`src/rtl/uart_v3.sv`:
```
// Full-duplex UART: runtime parity and stop-bit count, majority-vote RX sampling,
// valid/ready handshakes on both sides and a shared, software-loadable clock divider.
module uart_v3 #(
    parameter int CLK_HZ       = 50000000,
    parameter int DEFAULT_BAUD = 115200,
    parameter int OVERSAMPLE   = 16,
    parameter int DATA_BITS    = 8,
    parameter int DIV_WIDTH    = 16
) (
    input  logic                 clk,
    input  logic                 rst,
    input  logic                 rx,
    output logic                 tx,
    input  logic [1:0]           parity_mode,
    input  logic                 two_stop,
    input  logic                 tx_valid,
    output logic                 tx_ready,
    input  logic [DATA_BITS-1:0] tx_data,
    output logic                 rx_valid,
    input  logic                 rx_ready,
    output logic [DATA_BITS-1:0] rx_data,
    output logic                 rx_frame_err,
    output logic                 rx_parity_err,
    output logic                 rx_overrun,
    output logic                 is_receiving,
    output logic                 is_transmitting,
    input  logic                 set_clock_div,
    input  logic [DIV_WIDTH-1:0] user_clock_div,
    output logic [DIV_WIDTH-1:0] clock_div
);

    localparam int DEFAULT_DIV = CLK_HZ / (OVERSAMPLE * DEFAULT_BAUD) - 1;
    localparam int TW = $clog2(OVERSAMPLE);
    localparam int BW = 4;
    localparam logic [TW-1:0] TICK_LAST  = TW'(OVERSAMPLE - 1);
    localparam logic [TW-1:0] SAMPLE_LO  = TW'(OVERSAMPLE / 2 - 1);
    localparam logic [TW-1:0] SAMPLE_MID = TW'(OVERSAMPLE / 2);
    localparam logic [TW-1:0] SAMPLE_HI  = TW'(OVERSAMPLE / 2 + 1);
    localparam logic [BW-1:0] BIT_LAST   = BW'(DATA_BITS - 1);

    typedef enum logic [2:0] {TX_IDLE, TX_START, TX_DATA, TX_PARITY, TX_STOP} tx_state_t;
    typedef enum logic [2:0] {RX_IDLE, RX_START, RX_DATA, RX_PARITY, RX_STOP, RX_WAIT_HIGH} rx_state_t;

    // A divider load aborts both machines exactly like reset does.
    logic abort;
    assign abort = rst | set_clock_div;

    always_ff @(posedge clk) begin
        if (set_clock_div)
            clock_div <= user_clock_div;
        else if (rst)
            clock_div <= DIV_WIDTH'(DEFAULT_DIV);
    end

    tx_state_t            tx_state, tx_next;
    logic [DIV_WIDTH-1:0] tx_div_cnt;
    logic [TW-1:0]        tx_tick_cnt;
    logic [BW-1:0]        tx_bit_idx;
    logic [DATA_BITS-1:0] tx_shift;
    logic                 tx_par_en, tx_par_bit, tx_two_stop;
    logic                 tx_accept, tx_tick, tx_bit_done;

    assign tx_accept   = (tx_state == TX_IDLE) && tx_valid;
    assign tx_tick     = (tx_state != TX_IDLE) && (tx_div_cnt == '0);
    assign tx_bit_done = tx_tick && (tx_tick_cnt == TICK_LAST);

    always_ff @(posedge clk) begin
        if (abort)
            tx_state <= TX_IDLE;
        else
            tx_state <= tx_next;
    end

    always_comb begin
        tx_next = tx_state;
        case (tx_state)
            TX_IDLE:   if (tx_valid) tx_next = TX_START;
            TX_START:  if (tx_bit_done) tx_next = TX_DATA;
            TX_DATA:   if (tx_bit_done && tx_bit_idx == BIT_LAST)
                           tx_next = tx_par_en ? TX_PARITY : TX_STOP;
            TX_PARITY: if (tx_bit_done) tx_next = TX_STOP;
            TX_STOP:   if (tx_bit_done && tx_bit_idx == BW'(tx_two_stop)) tx_next = TX_IDLE;
            default:   tx_next = TX_IDLE;
        endcase
    end

    always_comb begin
        tx              = 1'b1;
        tx_ready        = 1'b0;
        is_transmitting = 1'b1;
        case (tx_state)
            TX_IDLE: begin
                tx_ready        = 1'b1;
                is_transmitting = 1'b0;
            end
            TX_START:  tx = 1'b0;
            TX_DATA:   tx = tx_shift[0];
            TX_PARITY: tx = tx_par_bit;
            default:   tx = 1'b1;
        endcase
    end

    // Mode and parity are frozen at accept so mid-frame input changes cannot corrupt the frame.
    always_ff @(posedge clk) begin
        if (abort) begin
            tx_div_cnt  <= '0;
            tx_tick_cnt <= '0;
            tx_bit_idx  <= '0;
            tx_shift    <= '0;
            tx_par_en   <= 1'b0;
            tx_par_bit  <= 1'b0;
            tx_two_stop <= 1'b0;
        end else if (tx_accept) begin
            tx_div_cnt  <= clock_div;
            tx_tick_cnt <= '0;
            tx_bit_idx  <= '0;
            tx_shift    <= tx_data;
            tx_par_en   <= (parity_mode == 2'b01) || (parity_mode == 2'b10);
            tx_par_bit  <= (^tx_data) ^ (parity_mode == 2'b10);
            tx_two_stop <= two_stop;
        end else if (tx_state != TX_IDLE) begin
            if (tx_tick) begin
                tx_div_cnt  <= clock_div;
                tx_tick_cnt <= tx_bit_done ? '0 : tx_tick_cnt + TW'(1);
            end else begin
                tx_div_cnt  <= tx_div_cnt - DIV_WIDTH'(1);
            end
            if (tx_bit_done) begin
                if (tx_state == TX_DATA) begin
                    tx_shift   <= tx_shift >> 1;
                    tx_bit_idx <= (tx_bit_idx == BIT_LAST) ? '0 : tx_bit_idx + BW'(1);
                end else if (tx_state == TX_STOP) begin
                    tx_bit_idx <= tx_bit_idx + BW'(1);
                end
            end
        end
    end

    rx_state_t            rx_state, rx_next;
    logic                 rx_meta, rx_sync;
    logic [DIV_WIDTH-1:0] rx_div_cnt;
    logic [TW-1:0]        rx_tick_cnt;
    logic [BW-1:0]        rx_bit_idx;
    logic [DATA_BITS-1:0] rx_shift;
    logic [1:0]           rx_votes, rx_vote_sum;
    logic                 rx_par_en, rx_odd, rx_par_bit, rx_par_fail;
    logic                 rx_counting, rx_start, rx_tick, rx_sample_done, rx_bit_done;
    logic                 rx_majority, rx_done;

    always_ff @(posedge clk) begin
        if (rst) begin
            rx_meta <= 1'b1;
            rx_sync <= 1'b1;
        end else begin
            rx_meta <= rx;
            rx_sync <= rx_meta;
        end
    end

    assign rx_counting    = (rx_state == RX_START) || (rx_state == RX_DATA) ||
                            (rx_state == RX_PARITY) || (rx_state == RX_STOP);
    assign rx_start       = (rx_state == RX_IDLE) && !rx_sync;
    assign rx_tick        = rx_counting && (rx_div_cnt == '0);
    assign rx_sample_done = rx_tick && (rx_tick_cnt == SAMPLE_HI);
    assign rx_bit_done    = rx_tick && (rx_tick_cnt == TICK_LAST);
    assign rx_vote_sum    = rx_votes + {1'b0, rx_sync};
    assign rx_majority    = rx_vote_sum[1];
    assign rx_done        = (rx_state == RX_STOP) && rx_sample_done;
    assign rx_par_fail    = rx_par_en && (rx_par_bit != ((^rx_shift) ^ rx_odd));

    always_ff @(posedge clk) begin
        if (abort)
            rx_state <= RX_IDLE;
        else
            rx_state <= rx_next;
    end

    // A bad stop bit parks in WAIT_HIGH so a held-low break yields a single word.
    always_comb begin
        rx_next = rx_state;
        case (rx_state)
            RX_IDLE:      if (!rx_sync) rx_next = RX_START;
            RX_START:     if (rx_sample_done && rx_majority) rx_next = RX_IDLE;
                          else if (rx_bit_done) rx_next = RX_DATA;
            RX_DATA:      if (rx_bit_done && rx_bit_idx == BIT_LAST)
                              rx_next = rx_par_en ? RX_PARITY : RX_STOP;
            RX_PARITY:    if (rx_bit_done) rx_next = RX_STOP;
            RX_STOP:      if (rx_sample_done) rx_next = rx_majority ? RX_IDLE : RX_WAIT_HIGH;
            RX_WAIT_HIGH: if (rx_sync) rx_next = RX_IDLE;
            default:      rx_next = RX_IDLE;
        endcase
    end

    always_comb begin
        is_receiving = (rx_state != RX_IDLE);
    end

    always_ff @(posedge clk) begin
        if (abort) begin
            rx_div_cnt  <= '0;
            rx_tick_cnt <= '0;
            rx_bit_idx  <= '0;
            rx_shift    <= '0;
            rx_votes    <= '0;
            rx_par_en   <= 1'b0;
            rx_odd      <= 1'b0;
            rx_par_bit  <= 1'b0;
        end else if (rx_start) begin
            rx_div_cnt  <= clock_div;
            rx_tick_cnt <= '0;
            rx_bit_idx  <= '0;
            rx_votes    <= '0;
            rx_par_en   <= (parity_mode == 2'b01) || (parity_mode == 2'b10);
            rx_odd      <= (parity_mode == 2'b10);
        end else if (rx_counting) begin
            if (rx_tick) begin
                rx_div_cnt  <= clock_div;
                rx_tick_cnt <= rx_bit_done ? '0 : rx_tick_cnt + TW'(1);
            end else begin
                rx_div_cnt  <= rx_div_cnt - DIV_WIDTH'(1);
            end
            if (rx_tick && rx_tick_cnt == SAMPLE_LO)
                rx_votes <= {1'b0, rx_sync};
            else if (rx_tick && rx_tick_cnt == SAMPLE_MID)
                rx_votes <= rx_vote_sum;
            if (rx_sample_done && rx_state == RX_DATA)
                rx_shift <= {rx_majority, rx_shift[DATA_BITS-1:1]};
            if (rx_sample_done && rx_state == RX_PARITY)
                rx_par_bit <= rx_majority;
            if (rx_bit_done && rx_state == RX_DATA)
                rx_bit_idx <= rx_bit_idx + BW'(1);
        end
    end

    // A completing frame overwrites the held word only if that word is consumed in the same cycle.
    always_ff @(posedge clk) begin
        if (abort) begin
            rx_valid      <= 1'b0;
            rx_data       <= '0;
            rx_frame_err  <= 1'b0;
            rx_parity_err <= 1'b0;
            rx_overrun    <= 1'b0;
        end else if (rx_done && (!rx_valid || rx_ready)) begin
            rx_valid      <= 1'b1;
            rx_data       <= rx_shift;
            rx_frame_err  <= !rx_majority;
            rx_parity_err <= rx_par_fail;
            rx_overrun    <= 1'b0;
        end else if (rx_done) begin
            rx_overrun    <= 1'b1;
        end else if (rx_valid && rx_ready) begin
            rx_valid      <= 1'b0;
            rx_overrun    <= 1'b0;
        end
    end

endmodule

```
`config.mk`:
```
export PLATFORM = sky130hd
export DESIGN_NAME = uart_v3
export DESIGN_NICKNAME = d
export VERILOG_FILES = /design/src/rtl/uart_v3.sv
export SDC_FILE = /design/constraint.sdc
export NUM_CORES = 1
export LEC_CHECK = 0
export ABC_AREA = 1
export BUFFER_PORTS_ARGS = -buffer_cell sky130_fd_sc_hd__buf_2
export CAP_MARGIN = 10
export CELL_PAD_IN_SITES_DETAIL_PLACEMENT = 1
export CELL_PAD_IN_SITES_GLOBAL_PLACEMENT = 2
export CORE_MARGIN = 2
export CORE_UTILIZATION = 30
export CTS_CLUSTER_DIAMETER = 50
export DETAILED_ROUTE_END_ITERATION = 10
export PLACE_DENSITY = 0.85
export SLEW_MARGIN = 30
export SYNTH_ARGS = -nofsm -noshare
export SYNTH_HDL_FRONTEND = slang
export SYNTH_SLANG_ARGS = --single-unit
```
`constraint.sdc`:
```
create_clock -name clk -period 1.5 [get_ports clk]
set_input_delay 0 -clock clk [delete_from_list [all_inputs] [get_ports clk]]
set_output_delay 0 -clock clk [all_outputs]
set_load 0.01 [all_outputs]
```
# Yosys cells after proc, flatten, opt, wreduce, memory -nomap -nowiden
# Index checks and enable logic that the tools add are counted.
[word_totals] regBits=108 inputBits=33 output_inout_bits=32 elab_cells=170
[op_classes] add_sub_neg=7 eq_ne=32 n_mux=43 bitwise=4 reduce_logical=59
[op_table] operator="16-bit two-way mux" n=8
[op_table] operator="3-bit two-way mux" n=15
[op_table] operator="16-bit logical NOT" n=2
[op_table] operator="8-bit two-way mux" n=4
[op_table] operator="16-bit by 1-bit subtractor with 16-bit output (second input constant)" n=2
[op_table] operator="1-bit logical AND" n=20
[op_table] operator="4-bit two-way mux" n=5
[op_table] operator="2-bit != test (second input constant)" n=10
[op_table] operator="3-bit one-hot mux with 6 select lines" n=1
[op_table] operator="2-bit nonzero test" n=9
[op_table] operator="4-bit by 1-bit adder with 4-bit output (second input constant)" n=4
[op_table] operator="4-bit equality test (second input constant)" n=4
[op_table] operator="8-bit XOR reduction" n=2
[op_table] operator="3-bit one-hot mux with 5 select lines" n=1
[op_table] operator="3-bit by 2-bit equality test with 1-bit output (second input constant)" n=4
[op_table] operator="4-bit by 3-bit equality test with 1-bit output (second input constant)" n=3
[op_table] operator="3-bit AND reduction" n=4
[op_table] operator="2-bit AND reduction" n=5
[op_table] operator="3-bit equality test (second input constant)" n=3
[op_table] operator="3-bit by 1-bit equality test with 1-bit output (second input constant)" n=2
[op_table] operator="3-bit logical NOT" n=2
[op_table] operator="1-bit two-way mux" n=6
[op_table] operator="6-bit AND reduction" n=1
[op_table] operator="3-bit nonzero test" n=2
[op_table] operator="16 further kinds" n=26

# Longest topological paths before layout
[logic_depth] word_depth=10 mapped_depth=13 ltp_nobuf=13

# Least setup slack after synthesis
# No wires, ideal clock.
[synth_timing] kind="register to register" startpoint="register rx_div_cnt[0]" endpoint="register rx_div_cnt[15]" setup_time_ps=164 arrival_time_ps=1437 required_time_ps=1336 setup_slack_ps=-101 path_stages_with_launch=11 path_buffers=1 period_less_slack_ps=1601 path_cell_list="dfxtp_1 inv_1 ha_1 nand2_2 nor2_8 nand3_4 nand2_4 inv_2 buf_6 o211ai_1 a21oi_1"
[synth_between] elab_chain_len=5 word_cells_on_any_way=6 classes_between="add/sub: 1; mux: 3; reduce/logical: 2"
[synth_lines] item="from (decl)" line="141" rtl="logic [DIV_WIDTH-1:0] rx_div_cnt;"
[synth_lines] item="from (signal assigned)" line="209" rtl="rx_div_cnt <= clock_div;"
[synth_lines] item="from (signal assigned)" line="217" rtl="rx_div_cnt <= clock_div;"
[synth_lines] item="from (signal assigned)" line="220" rtl="rx_div_cnt <= rx_div_cnt - DIV_WIDTH'(1);"
[synth_lines] item="branches (longest 2 deep; another with 16-bit by 1-bit subtractor with 16-bit output)"
[synth_lines] item="16-bit two-way mux (*)" line="216" rtl="if (rx_tick) begin"
[synth_lines] item="16-bit two-way mux (*)" line="215" rtl="end else if (rx_counting) begin"
[synth_lines] item="16-bit two-way mux (*)" line="208" rtl="end else if (rx_start) begin"
# Mark *: on every way between the ends. The select of a mux whose other input is x is not followed.
# A chain may end at the register's enable or synchronous reset.

# Final worst setup path
[layout_timing] startpoint="register tx_div_cnt[1]" endpoint="register tx_div_cnt[9]"
[layout_between] elab_chain_len=5 word_cells_on_any_way=6 classes_between="add/sub: 1; mux: 3; reduce/logical: 2"
[layout_lines] item="from (decl)" line="56" rtl="logic [DIV_WIDTH-1:0] tx_div_cnt;"
[layout_lines] item="from (signal assigned)" line="114" rtl="tx_div_cnt <= clock_div;"
[layout_lines] item="from (signal assigned)" line="123" rtl="tx_div_cnt <= clock_div;"
[layout_lines] item="from (signal assigned)" line="126" rtl="tx_div_cnt <= tx_div_cnt - DIV_WIDTH'(1);"
[layout_lines] item="branches (longest 2 deep; another with 16-bit by 1-bit subtractor with 16-bit output)"
[layout_lines] item="16-bit two-way mux (*)" line="122" rtl="if (tx_tick) begin"
[layout_lines] item="16-bit two-way mux (*)" line="121" rtl="end else if (tx_state != TX_IDLE) begin"
[layout_lines] item="16-bit two-way mux (*)" line="113" rtl="end else if (tx_accept) begin"
# Marked as above.

==> impl_metrics.prom <==
# TYPE chip_impl_metric gauge
chip_impl_metric{name="clock_insertion_delay_at_the_later_pin_of_the_skew_report",unit="ps"} 360
chip_impl_metric{name="synth.avg_cell_area",unit="sq um"} 7.28
chip_impl_info{name="crit-reg2reg-capture",value="tx_div_cnt[9]"} 1
chip_impl_info{name="cts_tree",value="yes"} 1
chip_impl_info{name="rsz0062_at_grt",value="yes"} 1
chip_impl_metric{name="ys.warnings.count",unit=""} 0
chip_impl_metric{name="clock_tree.buffer_depth",unit=""} 2
chip_impl_metric{name="layout-area-overhead-vs-synth",unit="%"} 64.4
chip_impl_metric{name="whs_path_depth",unit=""} 5
chip_impl_info{name="cpMaxStageDelayCell",value="dfxtp_2"} 1
chip_impl_info{name="yosys.area.top_type",value="dfxtp_1"} 1
chip_impl_info{name="hold_path_startpoint",value="tx_data[2]"} 1
chip_impl_info{name="cp_cell_sequence",value="buf_4 > buf_6 > buf_6 > nor3_4 > nand2_2 > nor3_2 > buf_4 > xor2_1 > o21ai_1 > a21oi_1"} 1
chip_impl_info{name="timing.setup.critical_path_class",value="flip-flop to flip-flop"} 1
chip_impl_metric{name="setup-violations-final",unit=""} 79
chip_impl_metric{name="detail_route.wl_per_cell",unit="um"} 18.2
chip_impl_metric{name="final_period_minus_worst_setup_slack",unit="ps"} 1790
chip_impl_metric{name="dp_hpwl",unit="um"} 13900
chip_impl_metric{name="synth.distinct_cells",unit=""} 44
chip_impl_metric{name="crit_path_max_incr_delay",unit="ps"} 340
chip_impl_metric{name="tightestPinTransition",unit="ps"} 398
chip_impl_metric{name="initial_core_util",unit="%"} 30.4
chip_impl_metric{name="grt-ovfl-total",unit=""} 0
chip_impl_metric{name="pwr-share-comb",unit="%"} 49.6
chip_impl_info{name="outcome",value="finished, violations left"} 1
chip_impl_metric{name="router_iterations_before_antenna_repair",unit=""} 4
chip_impl_info{name="min_to",value="tx_shift[2]"} 1
chip_impl_metric{name="path_clk_slew",unit="ps"} 70
chip_impl_metric{name="ys_seq_area_share",unit="%"} 39.3
chip_impl_metric{name="worst_ep_arrival_time",unit="ps"} 2070
chip_impl_metric{name="timing_max_transition_violations_final",unit=""} 0
chip_impl_info{name="reg2reg_from",value="tx_div_cnt[1]"} 1
chip_impl_metric{name="critPathBufInv",unit=""} 4
chip_impl_metric{name="grt_usage",unit="%"} 20.9
chip_impl_info{name="post-synth-top-count-cell",value="nand2_1"} 1
chip_impl_info{name="violations",value="negative setup slack"} 1
chip_impl_info{name="synth-main-ff-cell",value="dfxtp_1"} 1
chip_impl_metric{name="grt_first_pass_wirelength",unit="um"} 34100
chip_impl_metric{name="chipWidth",unit="um"} 144
chip_impl_info{name="grt.busiest_layer",value="met2"} 1
chip_impl_metric{name="nFillCells",unit=""} 2339
chip_impl_metric{name="ioPinCount",unit=""} 65
chip_impl_metric{name="numClockSinks",unit=""} 108
chip_impl_metric{name="nets",unit=""} 1127
chip_impl_metric{name="cellLeakagePower",unit="nW"} 4.22
chip_impl_metric{name="route.final.wire_length",unit="um"} 24600
chip_impl_metric{name="worst_r2r_path_depth",unit=""} 10
chip_impl_metric{name="ant_nets",unit=""} 0
chip_impl_metric{name="synth.net_count",unit=""} 856
chip_impl_metric{name="chipHeight",unit="um"} 144
chip_impl_metric{name="via_per_inst",unit=""} 4.96
chip_impl_metric{name="powerDensity",unit="mW/mm^2"} 1160
chip_impl_info{name="clockRootBuffer",value="clkbuf_16"} 1
chip_impl_metric{name="rows",unit=""} 51
chip_impl_metric{name="layout_setup_ws",unit="ps"} -288
chip_impl_metric{name="finalPower",unit="mW"} 11.3
chip_impl_metric{name="number_of_port_buffers",unit=""} 64
chip_impl_metric{name="num_vias",unit=""} 6704
chip_impl_metric{name="finalCritPeriodShare",unit="%"} 119
chip_impl_metric{name="synth_seq_cells",unit=""} 108
chip_impl_metric{name="p_sw_share",unit="%"} 39.5
chip_impl_metric{name="timing.final.hold_violations",unit=""} 0
chip_impl_info{name="startpoint_type",value="flip-flop"} 1
chip_impl_info{name="hp-class",value="primary input to flip-flop"} 1
chip_impl_metric{name="use_met1",unit="%"} 25.3
chip_impl_metric{name="postLayoutCoreUtil",unit="%"} 50.0
chip_impl_metric{name="timing.critical_path.fanout_max",unit=""} 4
chip_impl_metric{name="regToRegSetupSlack",unit="ps"} -290
chip_impl_metric{name="worstPathRequired",unit="ps"} 1780
chip_impl_metric{name="clock.fmax",unit="GHz"} 0.559
chip_impl_metric{name="drive_gt1_share",unit="%"} 50.6
chip_impl_metric{name="grt_pass1_vias",unit=""} 6753
chip_impl_metric{name="p_seq_share",unit="%"} 29.8
chip_impl_info{name="post_synth_main_area_contributors",value="dfxtp_1 (31%), nand2_1 (11%), edfxtp_1 (8.1%)"} 1
chip_impl_metric{name="numPlacedInstances",unit=""} 1250
chip_impl_metric{name="global_route.usage.met3",unit="%"} 3.41
chip_impl_metric{name="maxSlewHeadroom",unit="%"} 73.2
chip_impl_metric{name="asyncSetResetFlopFracSynth",unit="%"} 0
chip_impl_metric{name="final_cell_count_no_fill",unit=""} 1351
chip_impl_metric{name="drt-initial-drc-count",unit=""} 226
chip_impl_metric{name="setup_skew",unit="ps"} 15.0
chip_impl_metric{name="synth-edff-count",unit=""} 16
chip_impl_info{name="yosys-top-cells-count",value="nand2_1 (179), dfxtp_1 (92), a21oi_1 (91), inv_1 (83), nor2_1 (77)"} 1
chip_impl_metric{name="numCtsBuffers",unit=""} 9
chip_impl_info{name="end_kind",value="flip-flop"} 1
chip_impl_metric{name="core_region_area",unit="sq mm"} 0.0194
chip_impl_metric{name="totalNegativeSetupSlack",unit="ps"} -11020
chip_impl_metric{name="internal-power",unit="mW"} 6.82
chip_impl_metric{name="design_area",unit="sq mm"} 0.00970
chip_impl_metric{name="cap_violations",unit=""} 0
chip_impl_info{name="critical_path.top_delay_family",value="buffers and inverters"} 1
chip_impl_metric{name="antenna_cells_inserted",unit=""} 0
chip_impl_metric{name="place_area",unit="sq mm"} 0.00756
chip_impl_metric{name="ctsHtreeMaxLevel",unit=""} 3
chip_impl_metric{name="irDropWorstVdd",unit="mV"} 0.587
chip_impl_metric{name="clock_power_share",unit="%"} 20.6
chip_impl_metric{name="post_synth_inst_count",unit=""} 811
chip_impl_metric{name="design.die.area",unit="sq mm"} 0.0208
chip_impl_metric{name="switchingPower",unit="mW"} 4.45
chip_impl_metric{name="antenna_found_initial",unit=""} 0
chip_impl_metric{name="combined_area_of_all_synthesized_cells",unit="sq mm"} 0.00590
chip_impl_metric{name="place.gp.congestion",unit=""} 0.795
chip_impl_metric{name="maximum_number_of_pins_on_one_net_before_global_route_repair",unit=""} 34
chip_impl_metric{name="drc_errors",unit=""} 0
chip_impl_metric{name="grt_use_met2",unit="%"} 37.7
chip_impl_metric{name="synthDominantCellAreaShare",unit="%"} 31.2
layout by cell type (no fill, tap or decap), types with 3 or more instances in the layout:
cell type,count
nand2_4,29
edfxtp_1,16
inv_1,59
ha_4,3
dfxtp_1,62
dfxtp_4,3
nand3_1,13
clkbuf_16,10
nor3_2,7
nor3_1,12
nand2_2,41
buf_4,147
buf_2,62
dfxtp_2,27
inv_4,9
a21oi_2,32
o21ai_1,25
nor2_1,46
a21oi_1,58
o21ai_0,27
nand4_1,9
or2_2,3
ha_1,9
xnor2_1,13
clkinv_2,3
buf_8,4
nand3_2,16
buf_12,7
inv_2,20
o21ai_2,23
nor2_2,14
o211ai_1,10
dlygate4sd3_1,23
nand2_1,121
nand3_4,3
xor2_1,20
buf_6,31
nor2_4,32
stage by stage:
stage          hold WS, ps  setup slack (ps)
6_report              33.4              -288
3_3_place_gp           184              -209
4_1_cts               4.20              -131
2_1_floorplan          104             -2.24
5_1_grt               55.3              -366
3_5_place_dp           187              -277
worst min-delay path: stages:
cell,delay (ps)
buf_2,100
nand2_1,50
nand2_1,40
o21ai_0,70
nor2_1,90
flip-flops by register name (all words and copies together) (netlist names), 4 cells and up:
name and cells:
clock_div 16, rx_div_cnt 16, tx_div_cnt 16, rx_data 8
rx_shift 8, tx_shift 8, rx_bit_idx 4, rx_tick_cnt 4
tx_bit_idx 4, tx_tick_cnt 4
layer usage:
layer / routed length (um) / share of wire (%) / vias up
li1: - / - / 3212
met1: 10100 / 41 / 3309
met2: 13000 / 53 / 125
met3: 749 / 3.1 / 58
met4: 761 / 3.1 / 0
met5: 0 / 0 / -
power groups by stage:
stage	Sequential [mW]	Clock (mW)	Combinational, mW
3_5_place_dp	3.36	0	3.60
6_report	3.36	2.32	5.59
5_1_grt	3.37	2.47	5.96
2_1_floorplan	3.37	0	2.15
3_3_place_gp	3.36	0	3.52
4_1_cts	3.33	2.36	4.57
worst max-delay path by stage:
stage                    from              to  slack [ps]  depth (start not counted)
2_1_floorplan     rx_state[1]  rx_div_cnt[15]          -2                         11
3_3_place_gp    rx_div_cnt[7]   rx_parity_err        -210                          9
3_5_place_dp    rx_div_cnt[7]   rx_parity_err        -280                          9
4_1_cts        rx_div_cnt[10]   rx_bit_idx[3]        -130                         11
5_1_grt         tx_div_cnt[1]     tx_state[2]        -370                         11
6_report        tx_div_cnt[1]   tx_div_cnt[9]        -290                         10
cell type report:
type / count / area (sq um) / share of cell area [%]
Timing Repair inverter: 3 / 28.8 / 0.297
Timing Repair Buffer: 277 / 2270 / 23.4
Sequential cell: 108 / 2370 / 24.4
Clock buffer: 12 / 250 / 2.58
Inverter: 93 / 423 / 4.36
Multi-Input combinational cell: 590 / 4010 / 41.4
Tap cell: 265 / 332 / 3.42
Clock inverter: 3 / 15.0 / 0.155
what timing repair did:
action,4_1_cts,5_1_grt
hold buffers,23,0
endpoints found under the hold margin,22,0
endpoints found under the setup margin,79,86
buffers inserted,32,28
gates cloned,6,2
pin swaps,66,92
resized for setup,194,175
kinds of logic (layout without fill, tap and decap cells):
group	Yosys count	after routing	share of synthesized area (%)
simple gates	356	358	28.2
compound gates	186	186	16.6
buf+inv	115	388	8.20
flops	108	108	39.3
xor+xnor	33	33	4.90
fa+ha+maj	12	12	2.54
mux	1	1	0.170
No activity file was read; power rests on OpenSTA's default activity.
